$ cat config.mk
export PLATFORM = sky130hd
export DESIGN_NAME = reg_file_flat
export DESIGN_NICKNAME = d
export VERILOG_FILES = /design/src/rtl/reg_file_pkg.sv /design/src/rtl/reg_file_if.sv /design/src/rtl/reg_file_reg_w.sv /design/src/rtl/reg_file.sv /design/src/flat_wrapper.sv
export SDC_FILE = /design/constraint.sdc
export NUM_CORES = 1
export LEC_CHECK = 0
export ABC_CLOCK_PERIOD_IN_PS = 1600
export CAP_MARGIN = 20
export CORE_ASPECT_RATIO = 0.7
export CORE_MARGIN = 4
export CORE_UTILIZATION = 53
export CTS_CLUSTER_DIAMETER = 120
export CTS_CLUSTER_SIZE = 40
export DETAILED_ROUTE_END_ITERATION = 8
export PLACE_DENSITY = 0.8
export SLEW_MARGIN = 20
export SYNTH_ARGS = -nofsm -noshare
export SYNTH_HDL_FRONTEND = slang
export SYNTH_HIERARCHICAL = 1
export SYNTH_SLANG_ARGS = --single-unit
export TNS_END_PERCENT = 1
$ cat constraint.sdc
create_clock -name clk -period 1.6 [get_ports clk]
set_input_delay 0.32 -clock clk [delete_from_list [all_inputs] [get_ports clk]]
set_output_delay 0.32 -clock clk [all_outputs]
set_load 0.1 [all_outputs]
$ cat src/rtl/reg_file_pkg.sv
// Shared defaults for the register file: data/address widths and the
// write-counter width with its saturation value.
package reg_file_pkg;
  localparam int WIDTH_DEF  = 16;
  localparam int ADDR_W_DEF = 3;
  localparam int CNT_W      = 8;
  localparam logic [CNT_W-1:0] CNT_MAX = {CNT_W{1'b1}};
endpackage

$ cat src/rtl/reg_file_if.sv
// Write/read bus of the register file; master drives requests, slave returns
// registered read data and the accepted-write count.
interface reg_file_if
  import reg_file_pkg::*;
#(
  parameter int WIDTH  = WIDTH_DEF,
  parameter int ADDR_W = ADDR_W_DEF
);
  logic              we;
  logic [ADDR_W-1:0] waddr;
  logic [WIDTH-1:0]  wdata;
  logic              ren_a;
  logic [ADDR_W-1:0] raddr_a;
  logic [WIDTH-1:0]  rdata_a;
  logic              ren_b;
  logic [ADDR_W-1:0] raddr_b;
  logic [WIDTH-1:0]  rdata_b;
  logic [CNT_W-1:0]  wr_cnt;

  modport master (
    output we, waddr, wdata, ren_a, raddr_a, ren_b, raddr_b,
    input  rdata_a, rdata_b, wr_cnt
  );

  modport slave (
    input  we, waddr, wdata, ren_a, raddr_a, ren_b, raddr_b,
    output rdata_a, rdata_b, wr_cnt
  );
endinterface

$ cat src/rtl/reg_file_reg_w.sv
// Single storage word with load enable and synchronous clear.
module reg_w #(
  parameter int WIDTH = 16
) (
  input  logic             clk,
  input  logic             reset,
  input  logic             en,
  input  logic [WIDTH-1:0] d,
  output logic [WIDTH-1:0] q
);
  always_ff @(posedge clk) begin
    if (reset)   q <= '0;
    else if (en) q <= d;
  end
endmodule

$ cat src/rtl/reg_file.sv
// Two-read/one-write register file with write-first bypass, optional
// hard-zero register 0 and a saturating accepted-write counter.
module reg_file
  import reg_file_pkg::*;
#(
  parameter int WIDTH   = WIDTH_DEF,
  parameter int ADDR_W  = ADDR_W_DEF,
  parameter bit ZERO_R0 = 1'b1
) (
  input logic         clk,
  input logic         reset,
  reg_file_if.slave   bus
);
  localparam int DEPTH = 1 << ADDR_W;

  logic [WIDTH-1:0] regs [DEPTH];
  logic             wr_ok;
  logic [WIDTH-1:0] rd_a;
  logic [WIDTH-1:0] rd_b;

  // A write to the hard-zero register is dropped entirely, including the count.
  assign wr_ok = bus.we && !(ZERO_R0 && (bus.waddr == '0));

  for (genvar i = 0; i < DEPTH; i++) begin : g_reg
    reg_w #(.WIDTH(WIDTH)) u_reg (
      .clk   (clk),
      .reset (reset),
      .en    (wr_ok && (bus.waddr == ADDR_W'(i))),
      .d     (bus.wdata),
      .q     (regs[i])
    );
  end

  always_comb begin
    rd_a = regs[bus.raddr_a];
    if (ZERO_R0 && (bus.raddr_a == '0))       rd_a = '0;
    else if (wr_ok && (bus.raddr_a == bus.waddr)) rd_a = bus.wdata;
  end

  always_comb begin
    rd_b = regs[bus.raddr_b];
    if (ZERO_R0 && (bus.raddr_b == '0))       rd_b = '0;
    else if (wr_ok && (bus.raddr_b == bus.waddr)) rd_b = bus.wdata;
  end

  always_ff @(posedge clk) begin
    if (reset) begin
      bus.rdata_a <= '0;
      bus.rdata_b <= '0;
      bus.wr_cnt  <= '0;
    end else begin
      if (bus.ren_a) bus.rdata_a <= rd_a;
      if (bus.ren_b) bus.rdata_b <= rd_b;
      if (wr_ok && (bus.wr_cnt != CNT_MAX)) bus.wr_cnt <= bus.wr_cnt + 1'b1;
    end
  end
endmodule

$ cat src/flat_wrapper.sv
// flat-port wrapper written by rule: the top's interface ports become plain ports
module reg_file_flat import reg_file_pkg::*;
#(
  parameter int WIDTH   = WIDTH_DEF,
  parameter int ADDR_W  = ADDR_W_DEF,
  parameter bit ZERO_R0 = 1'b1
)
  (clk, reset, bus_we, bus_waddr, bus_wdata, bus_ren_a, bus_raddr_a, bus_ren_b, bus_raddr_b, bus_rdata_a, bus_rdata_b, bus_wr_cnt);
  reg_file_if #(.WIDTH(WIDTH), .ADDR_W(ADDR_W)) bus_i ();
  input logic clk;
  input logic reset;
  input wire logic [$bits(bus_i.we)-1:0] bus_we;
  input wire logic [$bits(bus_i.waddr)-1:0] bus_waddr;
  input wire logic [$bits(bus_i.wdata)-1:0] bus_wdata;
  input wire logic [$bits(bus_i.ren_a)-1:0] bus_ren_a;
  input wire logic [$bits(bus_i.raddr_a)-1:0] bus_raddr_a;
  input wire logic [$bits(bus_i.ren_b)-1:0] bus_ren_b;
  input wire logic [$bits(bus_i.raddr_b)-1:0] bus_raddr_b;
  output wire logic [$bits(bus_i.rdata_a)-1:0] bus_rdata_a;
  output wire logic [$bits(bus_i.rdata_b)-1:0] bus_rdata_b;
  output wire logic [$bits(bus_i.wr_cnt)-1:0] bus_wr_cnt;
  assign bus_i.we = bus_we;
  assign bus_i.waddr = bus_waddr;
  assign bus_i.wdata = bus_wdata;
  assign bus_i.ren_a = bus_ren_a;
  assign bus_i.raddr_a = bus_raddr_a;
  assign bus_i.ren_b = bus_ren_b;
  assign bus_i.raddr_b = bus_raddr_b;
  assign bus_rdata_a = bus_i.rdata_a;
  assign bus_rdata_b = bus_i.rdata_b;
  assign bus_wr_cnt = bus_i.wr_cnt;
  reg_file #(.WIDTH(WIDTH), .ADDR_W(ADDR_W), .ZERO_R0(ZERO_R0)) u_core (.clk(clk), .reset(reset), .bus(bus_i));
endmodule
### Yosys cells after proc, flatten, opt, wreduce, memory -nomap -nowiden

Cells that the tools add are included.

* add/subtract/negate cells: 1
* order comparisons: 2
* equality and inequality tests: 10
* muxes and demuxes: 10
* bitwise logic cells: 2
* reduce and logical (&&, ||, !) cells: 16

Operator list (count)
* 16-bit two-way mux: 8
* 16-bit binary-select mux with 3-bit select: 2
* 3-bit == test, second input constant: 4
* 1-bit logical AND: 12
* 3-bit zero test: 3
* 8-bit by 1-bit adder with 8-bit output, second input constant: 1
* 4-bit >= comparator, second input constant: 2
* 8-bit != test, second input constant: 1
* 3-bit NOT with 4-bit output: 2
* 3-bit by 2-bit == test with 1-bit output, second input constant: 2
* 3-bit == test: 2
* 3-bit by 1-bit == test with 1-bit output, second input constant: 1
* 1-bit zero test: 1

* register bits after elaboration: 168
* input bits: 30

### Longest topological paths before layout

* depth in word-level cells: 6
* gate-level depth with buffers: 7

### By module

The synthesis kept the hierarchy.

By module, submodules not included
* reg_w: times used 8, cells each 52, area each 580.6 µm², sequential area each 320.3 µm²
* reg_file: times used 1, cells each 300, area each 3679.8 µm², sequential area each 800.8 µm²

### Least setup slack after synthesis

OpenSTA, ideal clock, no wires.

* path kind: reg2reg
* start: register u_core.bus.wr_cnt[0]
* end: register u_core.bus.wr_cnt[1]
* setup time: 0.128 ns
* data arrival time: 2.080 ns
* setup slack: -0.607 ns
* cell stages (with the launch flop): 6
* buffers on the path: 0
* clock period less this slack: 2.207 ns
* cells stage by stage: dfxtp_1 > ha_1 > nand4_1 > o21ai_0 > mux2i_1 > nor2_1

* longest elaborated chain between the ends: 2
* elaborated cells on any way between the ends: 3

Ends and longest elaborated chain
* start: declaration: line reg_file_if.sv:27 `output rdata_a, rdata_b, wr_cnt`
* start signal: assignment: line reg_file.sv:54 `if (wr_ok && (bus.wr_cnt != CNT_MAX)) bus.wr_cnt <= bus.wr_cnt + 1'b1;`
* parallel branches: the longest is 2 deep, another holds 8-bit by 1-bit adder with 8-bit output

Several ways; the timed one is not identified.
A chain may end at the register's enable or synchronous reset.

### Final worst setup path

* start: input bus_waddr[2]
* end: register u_core.bus.rdata_b[4]

* longest elaborated chain between the ends: 6
* elaborated cells on any way between the ends: 7

Ends and longest elaborated chain
* start: declaration: line flat_wrapper.sv:13 `input wire logic [$bits(bus_i.waddr)-1:0] bus_waddr;`
* 3-bit zero test: line reg_file.sv:22 `assign wr_ok = bus.we && !(ZERO_R0 && (bus.waddr == '0));`
* 1-bit zero test: line reg_file.sv:22
* 1-bit logical AND: line reg_file.sv:22
* 1-bit logical AND *: line reg_file.sv:43 `else if (wr_ok && (bus.raddr_b == bus.waddr)) rd_b = bus.wdata;`
* 16-bit two-way mux *: line reg_file.sv:43
* 16-bit two-way mux *: line reg_file.sv:42 `if (ZERO_R0 && (bus.raddr_b == '0)) rd_b = '0;`
* end signal: assignment: line reg_file.sv:53 `if (bus.ren_b) bus.rdata_b <= rd_b;`
* end: declaration: line reg_file_if.sv:27

Mark *: on every way between the ends. The rest lies on a longest branch, timed or not.

==> impl_metrics.tcl <==
set metrics [dict create \
    core_area_um2 15450 \
    synth_edf_count 0 \
    cts_buffers 17 \
    ys.flop_type "dfxtp_1" \
    grt_setup_unrepaired "true" \
    cts_tree "yes" \
    violations "negative setup slack" \
    synth-seq-area-share_pct 40.40 \
    synth-seq-cells 168 \
    p_leak_nw 3.791 \
    hold_viol 0 \
    drive_gt1_share_pct 27.39 \
    dieArea_um2 17810 \
    cts_hold_buf 0 \
    wl_um 23380 \
    crit_buf_inv 4 \
    power_frac_seq_pct 43.9 \
    grt_pass1_wl_um 37360 \
    status "finished, violations left" \
    clk_path_buf_depth 2 \
    netlist_instances 716 \
    finalNetCount 825 \
    yosys.area.top_type_share_pct 40.40 \
    num_rows 38 \
    irDropWorstVdd_mv 0.7374 \
    skew_ns 0.008633 \
    overflow 0 \
    worstPathArrival_ns 1.90 \
    ant_nets 0 \
    multi_input_area_um2 4543 \
    slew_viol_final 0 \
    yosys.cell_types.count 34 \
    antenna_found_initial 0 \
    synth_area_leaders "dfxtp_1 40%, mux2i_1 20%, mux4_2 17%, nor2_1 6.5%, a32oi_1 3.4%" \
    wl_per_cell_um 23.22 \
    netlist_area_um2 8324 \
    yosys.area.top_type "dfxtp_1" \
    cts.sinks 168 \
    async_flop_share_pct 0 \
    clock_latency_ns 0.43 \
    synthToLayoutAreaGrowth_pct 25.78 \
    viasPerCell 6.458 \
    switching_power_w 0.002707 \
    switching_share_pct 27.06 \
    firstDrtPassIters 5 \
    synth_nets 747 \
    worst_pin_slew_ns 0.4900 \
    power.total_w 0.01000 \
    power.internal_w 0.007296 \
    endpoint_kind "flip-flop" \
    max_stage_delay_ns 0.41 \
    clock.fmax_ghz 0.6239 \
    grt_usage_pct 27.06 \
    synth-warning-count 6 \
    max-slew-margin-rel_pct 67.08 \
    port_buffers 69 \
    hp-class "in -> reg" \
    clkPwrFrac_pct 42.5 \
    synth_area_per_cell_um2 11.63 \
    setup_viol_count_final 2 \
    grt_pass1_vias 6813 \
    drc 0 \
    dp_slack_ns -0.9588 \
    start_util_pct 53.87 \
    cpMostUsedCell "buf_4" \
    path_cells "dlygate4sd2_1, buf_4, o31ai_4, buf_4, o41ai_4, buf_6, o21ai_0" \
    cp-start-kind "primary input" \
    utilization_pct 67.76 \
    slowest_stage "o41ai_4" \
    combPwrFrac_pct 13.7 \
    die_w_um 157.8 \
    cts.htree.levels 4 \
    grt_max_degree 81 \
    max_cap_violations 0 \
    gp_congestion 0.8280 \
    hpwlAfterDp_um 14970 \
    setup_slack_ns -0.002867 \
    clockRootBuffer "clkbuf_16" \
    period_needed_ns 1.603 \
    critPathMaxFanout 11 \
    seq_area_um2 3386 \
    nFillCells 1045 \
    critPathTopFamily "buffers and inverters" \
    critPathKind "in -> reg" \
    post-route-period-util_pct 100.2 \
    diodes 0 \
    die_y_um 112.9 \
    pin_count 70 \
    synth.most_common_cell "dfxtp_1" \
    dr_total_vias 6503 \
    p_per_area_nw_per_um2 955.3 \
    drt_iter0_drc 648 \
    path_clk_slew_ns 0.07 \
    synth_commonest_cells "168 x dfxtp_1, 164 x mux2i_1, 145 x nor2_1, 64 x mux4_2, 32 x a32oi_1" \
    required_ns 1.90 \
]
## worst paths after layout
check / from / end / slack (ns) / cells after the start
min: reset / u_core/bus.wr_cnt[0]$_SDFFE_PP0P_ / 0.22 / 2
max: bus_waddr[2] / u_core/bus.rdata_b[4]$_SDFFE_PP0P_ / -0.003 / 7
max reg2reg: u_core/bus.wr_cnt[3]$_SDFFE_PP0P_ / u_core/bus.wr_cnt[7]$_SDFFE_PP0P_ / 0.05 / 4
min reg2reg: u_core/g_reg[6].u_reg/q[6]$_SDFFE_PP0P_ / u_core/g_reg[6].u_reg/q[6]$_SDFFE_PP0P_ / 0.52 / 2
## cells in the final DEF, fill, tap and decap left out, drive strengths merged
cell / n
nand4: 3
clkbuf: 19
a32oi: 32
dfxtp: 168
nor2: 145
nor4bb: 1
and3: 1
nand2b: 3
a31oi: 1
a41oi: 1
clkinv: 3
inv: 8
xor2: 7
nor4: 3
nand2: 7
mux4: 64
o31ai: 3
clkinvlp: 2
ha: 1
mux2i: 164
nor3: 5
conb: 1
o41ai: 2
nand3: 2
dlygate4sd2: 4
o31a: 1
o21ai: 35
buf: 97
dlymetal6s2s: 3
bufinv: 2
clkdlybuf4s50: 19
## cell families after synthesis
kind of cell	Yosys count	synth area share (%)
compound gates	75	6.854
xor+xnor	7	0.9168
fa+ha+maj	1	0.1503
buf+inv	66	6.088
flops	168	40.40
mux	228	37.04
other cells	1	0.04505
simple gates	170	8.508
## metrics by stage
stage	instance area (µm²)	TNS [ns]	cells	hold WS, ns
after floorplan	8347	-0.2429	716	0.4672
after global placement	9712	-74.00	971	0.4842
after detailed placement	9712	-80.46	971	0.5030
after CTS	10430	-0.02299	1007	0.2043
after global routing	10470	-0.8765	1007	0.2391
final	10470	-0.004987	1007	0.2233
## area by class of cell
cell class                      count  area share (%)
Clock buffer                       19           4.338
Clock inverter                     13           1.494
Inverter                            2         0.07170
Multi-Input combinational cell    482           43.39
Sequential cell                   168           32.34
Tap cell                          200           2.390
Timing Repair Buffer              123           15.98
## power groups by stage
stage / Combinational [W] / Clock, W / Sequential (W)
after global placement: 0.00126 / 0 / 0.00446
after detailed placement: 0.00130 / 0 / 0.00448
after global routing: 0.00143 / 0.00449 / 0.00440
after floorplan: 0.000674 / 0 / 0.00462
final: 0.00137 / 0.00425 / 0.00439
after CTS: 0.00134 / 0.00428 / 0.00438
## timing repair
item,CTS,global route
pin swaps,4,1
buffers inserted,4,0
gates cloned,0,0
endpoints found under the setup margin,114,111
resized for setup,15,11
## registers in the layout, summed over array words and instances (netlist names)
| name | count |
|---|---|
| u_core/g.u_reg/q | 128 |
| u_core/bus.rdata_a | 16 |
| u_core/bus.rdata_b | 16 |
| u_core/bus.wr_cnt | 8 |
## worst reg2reg max path: stages, from the launching register on
cell      delay, ns
dfxtp_4        0.40
nand3_1        0.18
nor3_1         0.47
nor4bb_1       0.33
nor3_1         0.07
## layer usage
metal / up-vias / track usage (%) / wire length (µm)
met3: 62 / 7.836 / 2212
met5: - / 0 / 0
met2: 405 / 43.68 / 11480
met1: 3237 / 34.92 / 9092
met4: 0 / 9.628 / 602
li1: 2799 / - / -
(Power assumes the default switching activity.)
